### config.mk
export PLATFORM = sky130hd
export DESIGN_NAME = mesh_out_arbiter
export DESIGN_NICKNAME = d
export VERILOG_FILES = /design/src/rtl/mesh_out_arbiter.sv
export SDC_FILE = /design/constraint.sdc
export NUM_CORES = 1
export LEC_CHECK = 0
export BUFFER_PORTS_ARGS = -buffer_cell sky130_fd_sc_hd__buf_2
export CORE_AREA = 2 2 94 96
export CTS_CLUSTER_SIZE = 40
export DETAILED_ROUTE_END_ITERATION = 7
export DIE_AREA = 0 0 96 98
export GPL_TIMING_DRIVEN = 0
export PLACE_DENSITY = 0.74
export SLEW_MARGIN = 30
export SYNTH_ARGS = -nofsm -noshare
export SYNTH_HDL_FRONTEND = slang
export SYNTH_SLANG_ARGS = --single-unit
### constraint.sdc
create_clock -name clk -period 1.7 [get_ports clk]
set_clock_uncertainty 0.05 [all_clocks]
set_input_delay 0.255 -clock clk [delete_from_list [all_inputs] [get_ports clk]]
set_output_delay 0.255 -clock clk [all_outputs]
set_load 0.05 [all_outputs]
### src/rtl/mesh_out_arbiter.sv
// mesh_out_arbiter: shares one router output among N_IN input FIFOs, round-robin with bounded bursts; BDCST_PRIO_EN lets broadcast heads win arbitration.
// Latency: grant 1 cycle after pndng_in, push_out 1 cycle after pop; full_out stalls the granted source in place, no re-arbitration.
module mesh_out_arbiter #(
  parameter int         N_IN    = 4,
  parameter int         pckg_sz = 32,
  parameter int         BURST   = 4,
  parameter logic [7:0] bdcst   = {8{1'b1}}
) (
  input  logic                    clk,
  input  logic                    reset,
  input  logic [N_IN-1:0]         pndng_in,
  input  logic [N_IN*pckg_sz-1:0] data_in,
  output logic [N_IN-1:0]         pop_out,
  input  logic                    full_out,
  output logic                    push_out,
  output logic [pckg_sz-1:0]      data_out,
  output logic [$clog2(N_IN)-1:0] grant_id,
  output logic                    busy,
  output logic [15:0]             pkt_cnt
);
  localparam int IW = $clog2(N_IN);
  localparam int BW = (BURST > 1) ? $clog2(BURST) : 1;
`ifdef BDCST_PRIO_EN
  localparam bit PRIO_EN = 1'b1;
`else
  localparam bit PRIO_EN = 1'b0;
`endif

  typedef enum logic {IDLE, GRANT} state_t;

  state_t             state;
  logic [IW-1:0]      rr_ptr;
  logic [BW-1:0]      burst_cnt;
  logic [N_IN-1:0]    bc_req;
  logic [N_IN-1:0]    req;
  logic               win_vld;
  logic [IW-1:0]      win_id;
  logic [pckg_sz-1:0] gnt_dat;
  logic               pop_any;

  // Broadcast heads form a priority class; round-robin order still applies inside it.
  always_comb begin
    bc_req = '0;
    for (int i = 0; i < N_IN; i++)
      bc_req[i] = pndng_in[i] && (data_in[i*pckg_sz + pckg_sz - 1 -: 8] == bdcst);
    req = (PRIO_EN && (|bc_req)) ? bc_req : pndng_in;
  end

  // Scan from farthest to nearest so the source closest after rr_ptr is kept last.
  always_comb begin
    win_vld = 1'b0;
    win_id  = '0;
    for (int k = N_IN; k >= 1; k--) begin
      if (req[(int'(rr_ptr) + k) % N_IN]) begin
        win_vld = 1'b1;
        win_id  = IW'((int'(rr_ptr) + k) % N_IN);
      end
    end
  end

  always_comb begin
    pop_out = '0;
    if (state == GRANT && pndng_in[grant_id] && !full_out)
      pop_out[grant_id] = 1'b1;
  end

  assign pop_any = |pop_out;
  assign gnt_dat = data_in[int'(grant_id)*pckg_sz +: pckg_sz];
  assign busy    = (state == GRANT);

  always_ff @(posedge clk or posedge reset) begin
    if (reset) begin
      state     <= IDLE;
      rr_ptr    <= IW'(N_IN - 1);
      burst_cnt <= '0;
      grant_id  <= '0;
      push_out  <= 1'b0;
      data_out  <= '0;
      pkt_cnt   <= '0;
    end else begin
      push_out <= 1'b0;
      if (push_out)
        pkt_cnt <= pkt_cnt + 16'd1;
      case (state)
        IDLE: begin
          if (win_vld) begin
            grant_id  <= win_id;
            burst_cnt <= '0;
            state     <= GRANT;
          end
        end
        GRANT: begin
          if (pop_any) begin
            data_out  <= gnt_dat;
            push_out  <= 1'b1;
            burst_cnt <= burst_cnt + 1'b1;
            if (burst_cnt == BW'(BURST - 1)) begin
              state  <= IDLE;
              rr_ptr <= grant_id;
            end
          end else if (!pndng_in[grant_id]) begin
            state  <= IDLE;
            rr_ptr <= grant_id;
          end
        end
        default: state <= IDLE;
      endcase
    end
  end
endmodule

==> impl_metrics.tcl <==
set metrics [dict create \
    total_power_uw 9290 \
    synthCells 220 \
    synth-seq-cells 56 \
    synthesis.area_mm2 0.00316 \
    tightest_slew_ns 0.374 \
    htreeDepth 2 \
    antenna_found_initial 1 \
    numCtsBuffers 5 \
    avgViaCountPerCell 5.17 \
    path_class "reg2out" \
    drt_iter0_drc 34 \
    p_leak_uw 0.00240 \
    cts_root_buf "clkbuf_8" \
    yosysTopAreaCellShare_pct 42.7 \
    async_reset_ff_share_pct 100 \
    cts_tree "done" \
    rsz0062_at_grt "yes" \
    grt_pass1_wl_um 14300 \
    synthFlopType "dfrtp_1" \
    crit_arrival_ns 1.57 \
    syn_avg_cell_area_um2 14.4 \
    routedWlPerCell_um 17.0 \
    synth_area_leader_cell "dfrtp_1" \
    gr-total-overflow 0 \
    r2r-start "grant_id[0]$_DFFE_PP0P_" \
    io_pins 191 \
    initial_utilization_pct 37.3 \
    worstSetupStartpointType "flip-flop" \
    ys_warn_count 0 \
    io_buffers 190 \
    clk_pin_slew_ns 0.10 \
    final_hold_viol_count 0 \
    die_w_um 96 \
    syn_to_final_growth_pct 55.0 \
    grt_max_degree 31 \
    setup_tns_ns -3.57 \
    synth_area_leaders "dfrtp_1 (43%), mux4_2 (23%), mux2_2 (7.8%)" \
    synth-edff-count 0 \
    first_global_vias 2997 \
    fillers 714 \
    grtUsageTotal_pct 19.4 \
    p_per_area_mw_per_mm2 1900 \
    yosys-top-cells-count "dfrtp_1 (54), mux4_2 (32), mux2_2 (22)" \
    crit_path_end_kind "primary output" \
    vdd.ir_drop.worst_mv 1.09 \
    cts_sinks 56 \
    min-delay-start "pndng_in[2]" \
    diodes 0 \
    layout-drive-gt1-share_pct 72.1 \
    critPathRequiredTime_ns 1.39 \
    crit_path_start "grant_id[1]$_DFFE_PP0P_" \
    syn-num-nets 357 \
    synth.most_common_cell "dfrtp_1" \
    gp_congestion 0.814 \
    synth-seq-area-share_pct 44.4 \
    die_area_mm2 0.00941 \
    holdWs_ns 0.332 \
    period_minus_slack_ns 1.87 \
    timing.fmax_mhz 534 \
    fin_area_mm2 0.00490 \
    die_y_um 98 \
    violations "negative setup slack" \
    cp_max_fo 3 \
    dpl-instance-area_mm2 0.00436 \
    clk-insertion-delay-late_ns 0.30 \
    min-delay-path-class "in2reg" \
    routed_wl_um 9200 \
    fin_nets 569 \
    antenna_left 0 \
    setup_slack_ns -0.173 \
    vias 2795 \
    hpwl_um 6720 \
    drv_slew 0 \
    yosysUniqueCellTypes 38 \
    drt_pass1_iterations 4 \
    min_period_over_period_pct 110 \
    cts.path.max_buffers 2 \
    drc 0 \
    rows 34 \
    maxCapViolCount 0 \
    status "complete, but fails checks" \
    slew_headroom_pct 75.1 \
    setup_violations 35 \
    core_mm2 0.00847 \
]
==> layout by cell type, fill, tap and decap left out, drive strengths merged, types with 3 or more instances in the layout <==
master,instances
mux2i,3
clkbuf,10
nand3,6
dfrtp,54
mux4,32
xnor2,10
buf,213
nand2b,4
nor2,10
mux2,35
nand2,12
nand4,4
o21ai,3
xor2,5
==> cells by family (layout without fill, tap and decap cells) <==
family | count (synthesis) | in the layout | share of synthesized area [%]
mux | 70 | 70 | 36.2
buf+inv | 15 | 228 | 3.21
fa+ha+maj | 2 | 2 | 0.791
xor+xnor | 15 | 15 | 4.15
flops | 56 | 56 | 44.4
simple gates | 47 | 47 | 7.60
compound gates | 15 | 15 | 3.64
==> final timing paths <==
kind	to	slack [ns]	depth (start not counted)
worst min-delay path	grant_id[0]$_DFFE_PP0P_	0.33	3
worst min register to register	pkt_cnt[15]$_DFFE_PP0P_	0.42	1
min in group asynchronous	data_out[26]$_DFFE_PP0P_	0.43	3
worst max register to register	data_out[10]$_DFFE_PP0P_	-0.15	6
max in group asynchronous	grant_id[1]$_DFFE_PP0P_	0.67	4
worst max-delay path	pop_out[0]	-0.17	3
==> where the power goes <==
| part | total (uW) | internal, uW | leakage, uW | switching (uW) |
|---|---|---|---|---|
| registers | 2290 | 1900 | 0.000682 | 389 |
| logic | 6120 | 2770 | 0.00166 | 3350 |
| clock network | 879 | 439 | 0.0000552 | 440 |
| total | 9290 | 5110 | 0.00240 | 4180 |
==> final cells by class <==
type	instances	area, um^2	area share [%]
inverter	2	10.0	0.204
sequential	56	1410	28.8
multi-input combinational	149	1840	37.5
tap	108	135	2.76
timing repair buffer	207	1240	25.3
clock buffer	6	72.6	1.48
buffer	11	154	3.14
clock inverter	2	35.0	0.715
==> critical path, cell delays in order, from the launching register on <==
cell and delay (ns):
dfrtp_2 0.44, or3b_4 0.43, nor3b_4 0.22, buf_6 0.18
==> per-layer routing <==
metal	global-route usage [%]	part of all wire [%]	wire length [um]
met3	4.78	7.4	680
met5	0	0	0
met2	34.1	51	4690
met1	23.5	40	3710
met4	4.73	1.3	124
==> state kept, by name, indices dropped and copies added, names as in the netlist <==
name and cells:
push_out 1, pkt_cnt 16, busy 1, grant_id 2, rr_ptr 2, burst_cnt 2
data_out 32
==> metrics by stage <==
step | std cells | setup slack (ns) | util, %
6_report | 541 | -0.173 | 57.9
5_1_grt | 541 | -0.231 | 57.9
4_1_cts | 539 | -0.178 | 56.3
3_5_place_dp | 519 | -0.430 | 51.4
3_3_place_gp | 518 | -0.896 | 51.2
2_1_floorplan | 220 | -0.348 | -
==> repair_timing <==
action,in CTS,in global routing
hold buffers,1,0
endpoints found under the setup margin,38,39
hold endpoints to repair,24,0
resized for setup,48,24
pin swaps,2,6
buffers inserted,10,1
gates cloned,2,2
(Power assumes the default switching activity.)
